### src/rtl/pipe_pkg.sv
// Shared types for the pipe_stage valid/ready register slice.
// Holds default width, occupancy type and main-slot source select.
package pipe_pkg;

   localparam int DEFAULT_WIDTH = 32;

   // Number of held entries, 0..2.
   typedef logic [1:0] occ_t;

   // Source feeding the main slot on a load.
   typedef enum logic [0:0] {
      SEL_IN   = 1'b0,
      SEL_SKID = 1'b1
   } slot_sel_e;

   function automatic occ_t occ_count(input logic main_v,
                                      input logic skid_v);
      occ_t n;
      n = {1'b0, main_v} + {1'b0, skid_v};
      return n;
   endfunction

endpackage

### src/rtl/pipe_slot.sv
// One storage slot: a valid bit plus WIDTH bits of payload.
// Ports: clk, rst (sync, active high), load/clear strobes, d in, valid/q out.
module pipe_slot
   import pipe_pkg::*;
#(
   parameter int                WIDTH     = DEFAULT_WIDTH,
   parameter logic [WIDTH-1:0]  RESET_VAL = '0
) (
   input  logic             clk,
   input  logic             rst,
   input  logic             load,
   input  logic             clear,
   input  logic [WIDTH-1:0] d,
   output logic             valid,
   output logic [WIDTH-1:0] q
);

   // Clear wins over load so a squash can never be overridden.
   always_ff @(posedge clk) begin
      if (rst || clear) begin
         valid <= 1'b0;
         q     <= RESET_VAL;
      end else if (load) begin
         valid <= 1'b1;
         q     <= d;
      end
   end

endmodule

### src/rtl/pipe_stage.sv
// Valid/ready pipeline register with optional skid slot.
// Macro PIPE_STAGE_SKID_EN: defined -> two slots, registered in_ready;
// undefined -> single slot, in_ready = !out_valid || out_ready.
// Ports: clk, rst (sync, active high), flush, in_valid/in_ready/in_data,
// out_valid/out_ready/out_data, occupancy (held entries 0..2).
module pipe_stage
   import pipe_pkg::*;
#(
   parameter int                WIDTH     = DEFAULT_WIDTH,
   parameter logic [WIDTH-1:0]  RESET_VAL = '0
) (
   input  logic             clk,
   input  logic             rst,
   input  logic             flush,
   input  logic             in_valid,
   output logic             in_ready,
   input  logic [WIDTH-1:0] in_data,
   output logic             out_valid,
   input  logic             out_ready,
   output logic [WIDTH-1:0] out_data,
   output occ_t             occupancy
);

   logic             main_v;
   logic [WIDTH-1:0] main_q;
   logic             main_load;
   logic             main_clear;
   logic [WIDTH-1:0] main_d;
   logic             accept;
   logic             consume;

   assign accept  = in_valid && in_ready;
   assign consume = main_v && out_ready;

   assign out_valid = main_v;
   assign out_data  = main_q;

`ifdef PIPE_STAGE_SKID_EN

   logic             skid_v;
   logic [WIDTH-1:0] skid_q;
   logic             skid_load;
   logic             skid_clear;
   slot_sel_e        sel;

   // Registered ready: depends only on skid state, never on out_ready.
   assign in_ready = !skid_v;

   // A valid skid entry is always older than anything at the input,
   // so it has first claim on main.
   assign sel = skid_v ? SEL_SKID : SEL_IN;

   always_comb begin
      main_d = in_data;
      unique case (sel)
         SEL_SKID: main_d = skid_q;
         SEL_IN:   main_d = in_data;
         default:  main_d = in_data;
      endcase
   end

   always_comb begin
      main_load  = 1'b0;
      skid_load  = 1'b0;
      main_clear = 1'b0;
      skid_clear = 1'b0;
      if (flush) begin
         main_clear = 1'b1;
         skid_clear = 1'b1;
      end else begin
         if (skid_v) begin
            // Skid full means in_ready is low: no input accepted.
            main_load  = consume;
            skid_clear = consume;
         end else begin
            main_load = accept && (!main_v || consume);
            skid_load = accept && main_v && !consume;
         end
         main_clear = consume && !main_load;
      end
   end

   pipe_slot #(
      .WIDTH     (WIDTH),
      .RESET_VAL (RESET_VAL)
   ) u_skid (
      .clk   (clk),
      .rst   (rst),
      .load  (skid_load),
      .clear (skid_clear),
      .d     (in_data),
      .valid (skid_v),
      .q     (skid_q)
   );

   assign occupancy = occ_count(main_v, skid_v);

`else

   // No skid: ready when main is empty or drains this cycle.
   assign in_ready = !main_v || out_ready;
   assign main_d   = in_data;

   always_comb begin
      main_load  = 1'b0;
      main_clear = 1'b0;
      if (flush) begin
         main_clear = 1'b1;
      end else begin
         main_load  = accept;
         main_clear = consume && !accept;
      end
   end

   assign occupancy = occ_count(main_v, 1'b0);

`endif

   pipe_slot #(
      .WIDTH     (WIDTH),
      .RESET_VAL (RESET_VAL)
   ) u_main (
      .clk   (clk),
      .rst   (rst),
      .load  (main_load),
      .clear (main_clear),
      .d     (main_d),
      .valid (main_v),
      .q     (main_q)
   );

endmodule

### config.mk
export PLATFORM = sky130hd
export DESIGN_NAME = pipe_stage
export DESIGN_NICKNAME = d
export VERILOG_FILES = /design/src/rtl/pipe_pkg.sv /design/src/rtl/pipe_slot.sv /design/src/rtl/pipe_stage.sv
export SDC_FILE = /design/constraint.sdc
export NUM_CORES = 1
export LEC_CHECK = 0
export ABC_CLOCK_PERIOD_IN_PS = 1100
export CAP_MARGIN = 0
export CORE_ASPECT_RATIO = 1.4
export CORE_UTILIZATION = 34
export DETAILED_ROUTE_END_ITERATION = 16
export GPL_TIMING_DRIVEN = 0
export PLACE_DENSITY = 0.83
export RECOVER_POWER = 50
export SLEW_MARGIN = 10
export SYNTH_ARGS = -nofsm -noshare
export SYNTH_HDL_FRONTEND = slang
export SYNTH_SLANG_ARGS = --single-unit
### constraint.sdc
create_clock -name clk -period 1.1 [get_ports clk]
set_clock_uncertainty 0.05 [all_clocks]
set_input_delay 0.22 -clock clk [delete_from_list [all_inputs] [get_ports clk]]
set_output_delay 0.22 -clock clk [all_outputs]
set_load 0.01 [all_outputs]
After elaboration in Yosys (flattened, before gate mapping)
Cells that the tools add are included.
Operators by class
  multiplexer cells: 2
  reduce and logical (&&, ||, !) cells: 7
Operators by type and width (number)
  1-bit logical AND: 3
  1-bit logical NOT: 2
  1-bit logical OR: 2
  1-bit two-way mux: 2
Word-level totals
  register bits after elaboration: 33
  input bits: 37
  output and inout port bits: 36
  logic and storage cells: 11

Depth between registers and ports, before layout
Gate-level depths: netlist (run 1).
  word-level depth: 7
  gate-level depth with buffers: 5
  gate-level depth less buffers: 4

By module
Synthesis (run 1) repeated with hierarchy kept, for this count alone.
Unflattened totals
  cell total of the unflattened synthesis: 115
  area total of the unflattened synthesis: 1267.5 sq um
Modules (own cells, without submodules)
  pipe_slot: times used 1, cells an instance 108, area each 1214.9 sq um, seq. area each 660.6 sq um
  pipe_stage: times used 1, cells an instance 7, area each 52.6 sq um, seq. area each 0.0 sq um

Worst setup path before layout (run 1)
No wires, ideal clock.
  path type: register to register
  start: reg u_main.valid
  end: reg u_main.q[10]
  setup time: 70 ps
  arrival time: 1070 ps
  required time: 980 ps
  path slack: -90 ps
  stages on the path, launching flop included: 5
  period minus slack after synthesis: 1190 ps
  cell sequence: dfxtp_1 > nor2b_4 > clkbuf_1 > o21ai_0 > a21oi_1
On the way
  word-level cells in the longest chain between the ends: 7
  elaborated cells between the ends (all ways): 9
  classes of those cells: mux: 2; reduce/logical: 7
Ends and longest elaborated chain
  start, declared: RTL line pipe_slot.sv:14  | output logic valid,
  start signal, assigned: RTL line pipe_slot.sv:21  | valid <= 1'b0;
  start signal, assigned: RTL line pipe_slot.sv:24  | valid <= 1'b1;
  1-bit logical NOT: RTL line pipe_stage.sv:101  | assign in_ready = !main_v || out_ready;
  1-bit logical OR: RTL line pipe_stage.sv:101
  1-bit logical AND: RTL line pipe_stage.sv:32  | assign accept = in_valid && in_ready;
  1-bit logical NOT: RTL line pipe_stage.sv:111  | main_clear = consume && !accept;
  1-bit logical AND: RTL line pipe_stage.sv:111
  1-bit two-way mux: RTL line pipe_stage.sv:107  | if (flush) begin
  1-bit logical OR: RTL line pipe_slot.sv:20  | if (rst || clear) begin
  end signal, assigned: RTL line pipe_slot.sv:22  | q <= RESET_VAL;
  end signal, assigned: RTL line pipe_slot.sv:25  | q <= d;
  end, declared: RTL line pipe_slot.sv:15  | output logic [WIDTH-1:0] q
Parallel ways exist; a longest one is shown, timed or not.
A chain may end at the register's enable or synchronous reset.

Final worst setup path (run 1)
  start: reg u_main.valid
  end: reg u_main.q[0]
The elaborated chain is that of the path after synthesis.

==> impl_metrics.ini, run 1 <==
[outcome]
status = complete, but fails checks
violations = negative setup slack

[power]
peakVddDrop_uv = 858.4
p_leak_nw = 0.8565
p_per_area_nw_per_um2 = 1104

[timing]
fmax_ghz = 0.7629
period_share_pct = 119.2
setup_viol = 36
rsz0062_at_grt = yes
hold_violations = 0
layout_setup_ws_ns = -0.2108
drv_slew = 0
period_minus_slack_ns = 1.311

[drt]
drtPass1Iterations = 4
drtAntennaViolNets = 0
vias = 1469
avgRoutedWirePerCell_um = 14.34
drc = 0
routed_wl_um = 4087
viasPerCell = 5.154
drt_iter0_markers = 13

[die]
start_util_pct = 35.53
io_pins = 73
core_area_sq_um = 3676
die_h_um = 75.34
num_rows = 26
fp.dieArea_sq_um = 4097
die_w_um = 54.39

[critical_path]
critPathCaptureType = flop
critPathRequiredTime_ns = 1.26
r2r_slack_ns = -0.21
startpoint = u_main.valid
ff2ff_path_depth = 4
r2r_start = u_main.valid
regToRegEndpoint = u_main.q[0]
cp_data_arrival_time_ns = 1.47
path_max_fanout = 8
crit_type = reg -> reg
cp-start-kind = flop
endpoint = u_main.q[0]

[logic_synthesis]
synth.avg_cell_area_sq_um = 8.373
synth-simple-area-share_pct = 14.94
synthMuxAreaShare_pct = 0
yosysWarnings = 0
netlist_instances = 156
synthAdderAreaFrac_pct = 0
synth_area_leaders = dfxtp_1, a21oi_1, nand3_1, o21ai_0, buf_2
synth_xor_area_share_pct = 0
yosysSeqAreaShare_pct = 50.57
ys_seq_elements = 33
yosysTopAreaCellShare_pct = 50.57
synth_nets = 193
synth_cell_type_count = 16
synth.cell_area_sq_um = 1306
synth_compound_gate_area_share_pct = 25.38
yosysTopAreaCell = dfxtp_1
synth_top_family_by_area = compound AO/OA/AOI/OAI gates

[layout]
design_area_sq_um = 2252
insertedDiodeCount = 0
final_cells = 285
final_cell_mix = clkdlybuf4s50_1, nand3_1, a21oi_2
final_common_cell = clkdlybuf4s50_1
area_delta_synth_final_pct = 72.41
layout.nets = 281
final_util_pct = 61.27
drive_gt1_share_pct = 41.15

[place]
placed_area_sq_um = 2076
place_congestion = 0.7533
hpwl_um = 2493
portBuffers = 71
dp.cells = 269

[hold_path]
hp-class = reg -> reg

[global_routing]
grt_pass1_vias = 1345
grt-ovfl-total = 0
grt_pass1_wl_um = 5844
grt_max_degree = 11
antenna_found_initial = 0
grt_usage_pct = 19.82

[flow_run]
cap_violations = 0

[clocking]
cts_tree = built
clock_latency_ns = 0.28
cts_root_buffer = clkbuf_8
htree_num_levels = 2
numCtsBuffers = 5
clock_path_buffers = 2
clkTransAtPathRegs_ns = 0.06
clock_sinks = 33
==> worst min-delay path by stage <==
stage	from	to	cells past startpoint
2_1_floorplan	in_data[13]	u_main.q[13]	2
3_3_place_gp	u_main.q[18]	u_main.q[18]	2
3_5_place_dp	u_main.q[6]	u_main.q[6]	2
4_1_cts	u_main.q[6]	u_main.q[6]	2
5_1_grt	in_data[27]	u_main.q[27]	3
6_report	u_main.q[31]	u_main.q[31]	2
==> critical path, stage by stage, from the launching register on <==
cell	delay (ns)
dfxtp_2	0.33
buf_4	0.13
a311o_2	0.43
buf_4	0.20
a21oi_1	0.11
==> repair_timing <==
item | in CTS | in global routing
gates cloned | 0 | 3
hold buffers | 0 | 0
setup buffers | 7 | 0
pin swaps | 1 | 2
setup endpoints to repair | 68 | 53
resized for setup | 169 | 74
==> sequential cells by signal, indices dropped and copies added (netlist names) <==
signal and flops:
u_main.q 32, u_main.valid 1
==> Yosys cell counts, drive strengths merged <==
cell type	n
clkbuf	6
o21ai	32
inv	2
a311o	1
nor2b	2
or2b	1
dfxtp	33
a21oi	32
nand3	32
nor2	2
conb	1
buf	12
==> kinds of logic (layout without fill, tap and decap cells) <==
kind of cell	Yosys count	after routing
and+or+nand+nor	37	37
other	1	1
buffers and inverters	20	107
AOI/OAI and AO/OA	65	65
DFF	33	33
==> stage by stage <==
step / power (W) / TNS [ns] / hold WS, ns / worst slack (ns)
floorplan: 0.001400 / 0 / 0.3149 / 0.02219
global placement: 0.001618 / -19.46 / 0.4093 / -0.8192
detailed placement: 0.001619 / -19.98 / 0.4171 / -0.8186
CTS: 0.002454 / -5.950 / 0.4261 / -0.2047
global route: 0.002594 / -7.310 / 0.4478 / -0.2620
finish: 0.002486 / -5.909 / 0.4195 / -0.2108
==> layer usage <==
metal,vias up,wire (um),global-route usage [%]
li1,727,-,-
met1,680,1694,23.48
met2,54,2111,32.52
met3,8,212,5.788
met4,0,68,8.832
met5,-,0,0
==> report_power, final <==
group	internal [W]	switching (W)
registers	0.00122	0.0000134
logic	0.000233	0.000184
clock network	0.000416	0.000418
total	0.00187	0.000615
==> cell type report <==
class                   instances  area [sq um]
fillers                       326          1424
flip-flops and latches         33         669.4
multi-input cells             103         660.6
repair buffers                 81         624.3
plain buffers                  18         163.9
clock buffers                   5         68.82
well taps                      42         52.55
inverters                       2         7.507
clock inverters                 1         5.005
No activity file was read; power rests on OpenSTA's default activity.
==> run 2, diff against run 1 <==
ABC_CLOCK_PERIOD_IN_PS = 1300   (was 1100)
CORE_UTILIZATION = 38   (was 34)
PLACE_DENSITY = 0.87   (was 0.83)
clock period = 1.3 ns   (was 1.1 ns; I/O delays follow)
==> run 2 against run 1 <==
Against the previous run: the flow still finishes with violations (negative setup slack); largest power group unchanged; die area fell by 10%; largest cell class unchanged; flip-flop and latch count did not move; core utilization rose by 19 points; highest routed layer unchanged; non-clock buffer count rose by 2; total power fell by 1.6%; critical path depth did not move; hold slack got worse by 0.0096 ns; combinational power fell by 5%; global-route usage rose by 7.1 points; worst setup slack improved by 0.13 ns; first-iteration DRC count rose to 4.0 times the previous value; clock-buffer cell count rose by 2.
==> impl_metrics.ini, run 2 (synthesis gave the netlist of run 1 again) <==
[outcome]
status = complete, but fails checks
violations = negative setup slack

[layout]
drive_gt1_share_pct = 41.30
largest_register_ffs = 32
final_cell_mix = clkdlybuf4s50_1, dlygate4sd2_1, nand3_1, a21oi_2, dfxtp_1
fillers = 202
reg.largest.list = u_main.q x32, u_main.valid x1
layout.nets = 283
insertedDiodeCount = 0
largest-register = u_main.q
final_common_cell = clkdlybuf4s50_1
area_delta_synth_final_pct = 95.31
final_util_pct = 80.15

[power]
p_leak_nw = 1.029
finalPower_w = 0.002447
p_per_area_nw_per_um2 = 959.2
p_int_w = 0.001875
sw_frac_of_total_pct = 23.37
sequentialPowerShare_pct = 42.8
p_sw_w = 0.0005719
peakVddDrop_uv = 918.0
p_comb_share_pct = 16.3
p_clk_share_pct = 40.9

[critical_path]
cpMaxStageDelayCell = dfxtp_2
path_max_fanout = 5
path_delay_family = flip-flops
critPathRequiredTime_ns = 0.99
critPathCaptureType = output port
crit_type = reg -> out
r2r_slack_ns = -0.03
cp-start-kind = flop
worst-path-buf-inv = 3
cp_data_arrival_time_ns = 1.07
slowest_delay_ns = 0.34
crit_chain = nor2b_4 > inv_2 > buf_6 > buf_6
crit_top_cell = buf_6

[timing]
layout_setup_ws_ns = -0.08386
fmax_ghz = 0.7226
period_minus_slack_ns = 1.384
setup_viol = 17
drv_slew = 0
rsz0062_at_grt = yes
hold_violations = 0
period_share_pct = 106.5

[global_routing]
grt_max_degree = 11
grt_pass1_wl_um = 7362
grt-ovfl-total = 0
top_usage_layer = met2
antenna_found_initial = 0
grt_pass1_vias = 1572
grt_use_met1_pct = 27.93
grt_util_met2_pct = 48.34
grtUsageMet3_pct = 6.157
grt_usage_pct = 26.95

[clocking]
htree_num_levels = 2
cts_tree = built
cts_root_buffer = clkbuf_8
numCtsBuffers = 5
clock_latency_ns = 0.28
ctsHoldBuffers = 0
clock_sinks = 33
clkTransAtPathRegs_ns = 0.06
clock_path_buffers = 2

[drt]
vias = 1598
drtAntennaViolNets = 0
viasPerCell = 5.587
drc = 0
avgRoutedWirePerCell_um = 17.57
drt_iter0_markers = 52
routed_wl_um = 5025
drtPass1Iterations = 4

[die]
die_w_um = 51.55
num_rows = 24
die_h_um = 71.37
io_pins = 73
fp.dieArea_sq_um = 3679
core_area_sq_um = 3183
start_util_pct = 41.04

[flow_run]
cap_violations = 0

[hold_path]
hp-class = reg -> reg

[place]
portBuffers = 71
hpwl_um = 2662
place_congestion = 0.7789
## run 2: changes by cell type in the layout (fill, tap and decap cells not counted), sizes merged
cell           before  now
buf                45   25
clkinv              1    0
clkdlybuf4s15       0    1
clkdlybuf4s50      33   34
bufinv              0    1
clkbuf             23   14
dlygate4sd2         2   33
## run 2: per-layer routing
layer	vias up	share of wire [%]
li1	735	-
met1	772	37
met2	74	54
met3	17	5.8
met4	0	4.0
met5	-	0
## run 2: repair_timing
item / in CTS / in global routing
resized for setup: 140 / 34
endpoints found under the setup margin: 66 / 35
gates cloned: 3 / 0
buffers inserted: 6 / 3
pin swaps: 2 / 1
## run 2: final timing paths
path | end | cells past startpoint | from
worst max-delay path | in_ready | 4 | u_main.valid
worst min-delay path | u_main.q[2] | 2 | u_main.q[2]
worst max register to register | u_main.q[13] | 4 | u_main.valid
worst min register to register | u_main.q[2] | 2 | u_main.q[2]
## run 2: worst min-delay path, stage by stage (launching register included)
cell	delay (ns)
dfxtp_1	0.31
o21ai_2	0.06
a21oi_2	0.05
## run 2: cell type report
cell class	instances	area [sq um]	area share, %
Timing Repair Buffer	83	783.3	30.70
Multi-Input combinational cell	103	755.7	29.62
Sequential cell	33	661.9	25.94
Buffer	18	177.7	6.964
Clock buffer	7	86.33	3.384
Tap cell	39	48.80	1.913
Clock inverter	1	30.03	1.177
Inverter	2	7.507	0.2943
## run 2: power by group through the flow
stage          registers [W]  clock network, W  logic (W)
6_report             0.00105           0.00100   0.000398
2_1_floorplan        0.00108                 0   0.000106
3_3_place_gp         0.00107                 0   0.000299
4_1_cts              0.00105          0.000993   0.000362
3_5_place_dp         0.00107                 0   0.000301
5_1_grt              0.00105           0.00106   0.000420
## run 2: through the flow
step / worst slack, ns / hold slack [ns] / TNS (ns) / cells / instance area (sq um)
floorplan: 0.1104 / 0.3549 / 0 / 156 / 1306
CTS: -0.09025 / 0.4124 / -0.8707 / 283 / 2424
global placement: -0.8197 / 0.4096 / -13.06 / 266 / 2066
finish: -0.08386 / 0.4099 / -0.3967 / 286 / 2551
global route: -0.1246 / 0.4261 / -1.374 / 286 / 2551
detailed placement: -0.8228 / 0.4153 / -13.79 / 266 / 2066
==> run 3, diff against run 2 <==
ABC_AREA = 0   (was unset)
SKIP_LAST_GASP = 1   (was unset)
==> run 3 against run 2 <==
Against the previous run: the flow still finishes with violations (negative setup slack); design area fell by 0.49%; non-clock buffer count did not move; die area did not move; sequential share of layout area rose by 0.13 points; final cell count did not move; critical path type unchanged; largest cell class unchanged.
==> impl_metrics.ini, run 3 (synthesis gave the netlist of run 1 again) <==
[global_routing]
grtUsageMet3_pct = 6.369
grt-ovfl-total = 0
grt_usage_pct = 26.09
grt_max_degree = 11
top_usage_layer = met2
grt_pass1_wl_um = 7162
antenna_found_initial = 0
grt_util_met2_pct = 45.60
grt_use_met1_pct = 27.53
grt_pass1_vias = 1575

[timing]
hold_violations = 0
setup_viol = 18
fmax_ghz = 0.6997
period_minus_slack_ns = 1.429
layout_setup_ws_ns = -0.1291
rsz0062_at_grt = yes
period_share_pct = 109.9
drv_slew = 0

[die]
num_rows = 24
die_w_um = 51.55
core_area_sq_um = 3183
start_util_pct = 41.04
die_h_um = 71.37
fp.dieArea_sq_um = 3679
io_pins = 73

[clocking]
htree_num_levels = 2
clock_sinks = 33
clock_latency_ns = 0.28
numCtsBuffers = 5
ctsHoldBuffers = 0
clkTransAtPathRegs_ns = 0.07
cts_root_buffer = clkbuf_8
cts_tree = built
clock_path_buffers = 2

[layout]
final_common_cell = clkdlybuf4s50_1
area_delta_synth_final_pct = 94.35
drive_gt1_share_pct = 41.30
final_cells = 286
largest_register_ffs = 32
reg.largest.list = u_main.q x32, u_main.valid x1
largest-register = u_main.q
fillers = 208
insertedDiodeCount = 0
layout.nets = 283
final_cell_mix = clkdlybuf4s50_1, dlygate4sd2_1, nand3_1, dfxtp_1, a21oi_2

[critical_path]
regToRegEndpoint = u_main.q[14]
critPathCaptureType = output port
critPathRequiredTime_ns = 0.99
cp_data_arrival_time_ns = 1.12
cp-start-kind = flop
ff2ff_path_depth = 4
cpMaxStageDelayCell = dfxtp_2
crit_chain = nor2b_4 > inv_2 > buf_6 > buf_6
r2r_start = u_main.valid
slowest_delay_ns = 0.35
crit_top_cell = buf_6
path_max_fanout = 5
r2r_slack_ns = -0.06
crit_type = reg -> out

[place]
place_congestion = 0.7789
portBuffers = 71
hpwl_um = 2662
dp.cells = 266

[flow_run]
cap_violations = 0

[outcome]
violations = negative setup slack
status = complete, but fails checks

[power]
p_per_area_nw_per_um2 = 961.2
peakVddDrop_uv = 917.7
p_leak_nw = 1.026
finalPower_w = 0.002440

[drt]
avgRoutedWirePerCell_um = 18.95
drtPass1Iterations = 4
viasPerCell = 5.626
drc = 0
vias = 1609
routed_wl_um = 5419
drt_iter0_markers = 52
drtAntennaViolNets = 0

[hold_path]
hold_depth = 2
min-delay-start = u_main.q[27]
hold_path_end = u_main.q[27]
hp-class = reg -> reg
[run 3: how the worst max path moves through the flow]
| stage | start | endpoint | slack [ns] | cells past startpoint |
|---|---|---|---|---|
| final | u_main.valid | in_ready | -0.13 | 4 |
| after global routing | u_main.valid | in_ready | -0.16 | 4 |
| after CTS | u_main.valid | in_ready | -0.11 | 4 |
| after detailed placement | out_ready | in_ready | -0.82 | 5 |
| after global placement | out_ready | in_ready | -0.82 | 5 |
| after floorplan | u_main.valid | u_main.q[10] | 0.11 | 4 |
[run 3: power by group]
group	internal [W]	total [W]	switching, W
sequential	0.00103	0.00105	0.0000154
combinational	0.000214	0.000399	0.000185
clock	0.000625	0.000992	0.000368
total	0.00187	0.00244	0.000568
[run 3: metal layers]
layer | routed length [um] | share of wire (%) | vias to the layer above
li1 | - | - | 733
met1 | 1938 | 36 | 779
met2 | 2984 | 55 | 74
met3 | 281 | 5.2 | 23
met4 | 214 | 3.9 | 0
met5 | 0 | 0 | -
[run 3: layout make-up]
type | count | area, sq um | share of cell area [%]
timing repair buffer | 83 | 783.3 | 30.85
clock inverter | 1 | 30.03 | 1.183
multi-input combinational | 103 | 754.5 | 29.72
sequential | 33 | 661.9 | 26.07
inverter | 2 | 7.507 | 0.2957
clock buffer | 7 | 86.33 | 3.401
buffer | 18 | 166.4 | 6.555
tap | 39 | 48.80 | 1.922
[run 3: worst max-delay path, delay by kind of cell (launching register included)]
| family | cells | cell delay [ns] |
|---|---|---|
| buffers and inverters | 3 | 0.31 |
| flip-flops | 1 | 0.35 |
| AND/OR/NAND/NOR | 1 | 0.18 |
[run 3: per-stage QoR]
| step | setup TNS (ns) | worst slack, ns | util (%) | hold slack (ns) | instance area (sq um) |
|---|---|---|---|---|---|
| after floorplan | 0 | 0.1104 | - | 0.3549 | 1306 |
| after global placement | -13.06 | -0.8197 | 64.90 | 0.4096 | 2066 |
| after detailed placement | -13.79 | -0.8228 | 64.90 | 0.4153 | 2066 |
| after CTS | -0.9107 | -0.1060 | 75.67 | 0.4156 | 2409 |
| after global routing | -2.618 | -0.1593 | 79.76 | 0.4288 | 2539 |
| final | -0.5644 | -0.1291 | 79.76 | 0.4142 | 2539 |
[run 3: what timing repair did]
| item | in CTS | in global routing |
|---|---|---|
| gates cloned | 3 | 0 |
| setup endpoints to repair | 66 | 36 |
| setup buffers | 6 | 3 |
| pin swaps | 2 | 1 |
| resized for setup | 136 | 34 |
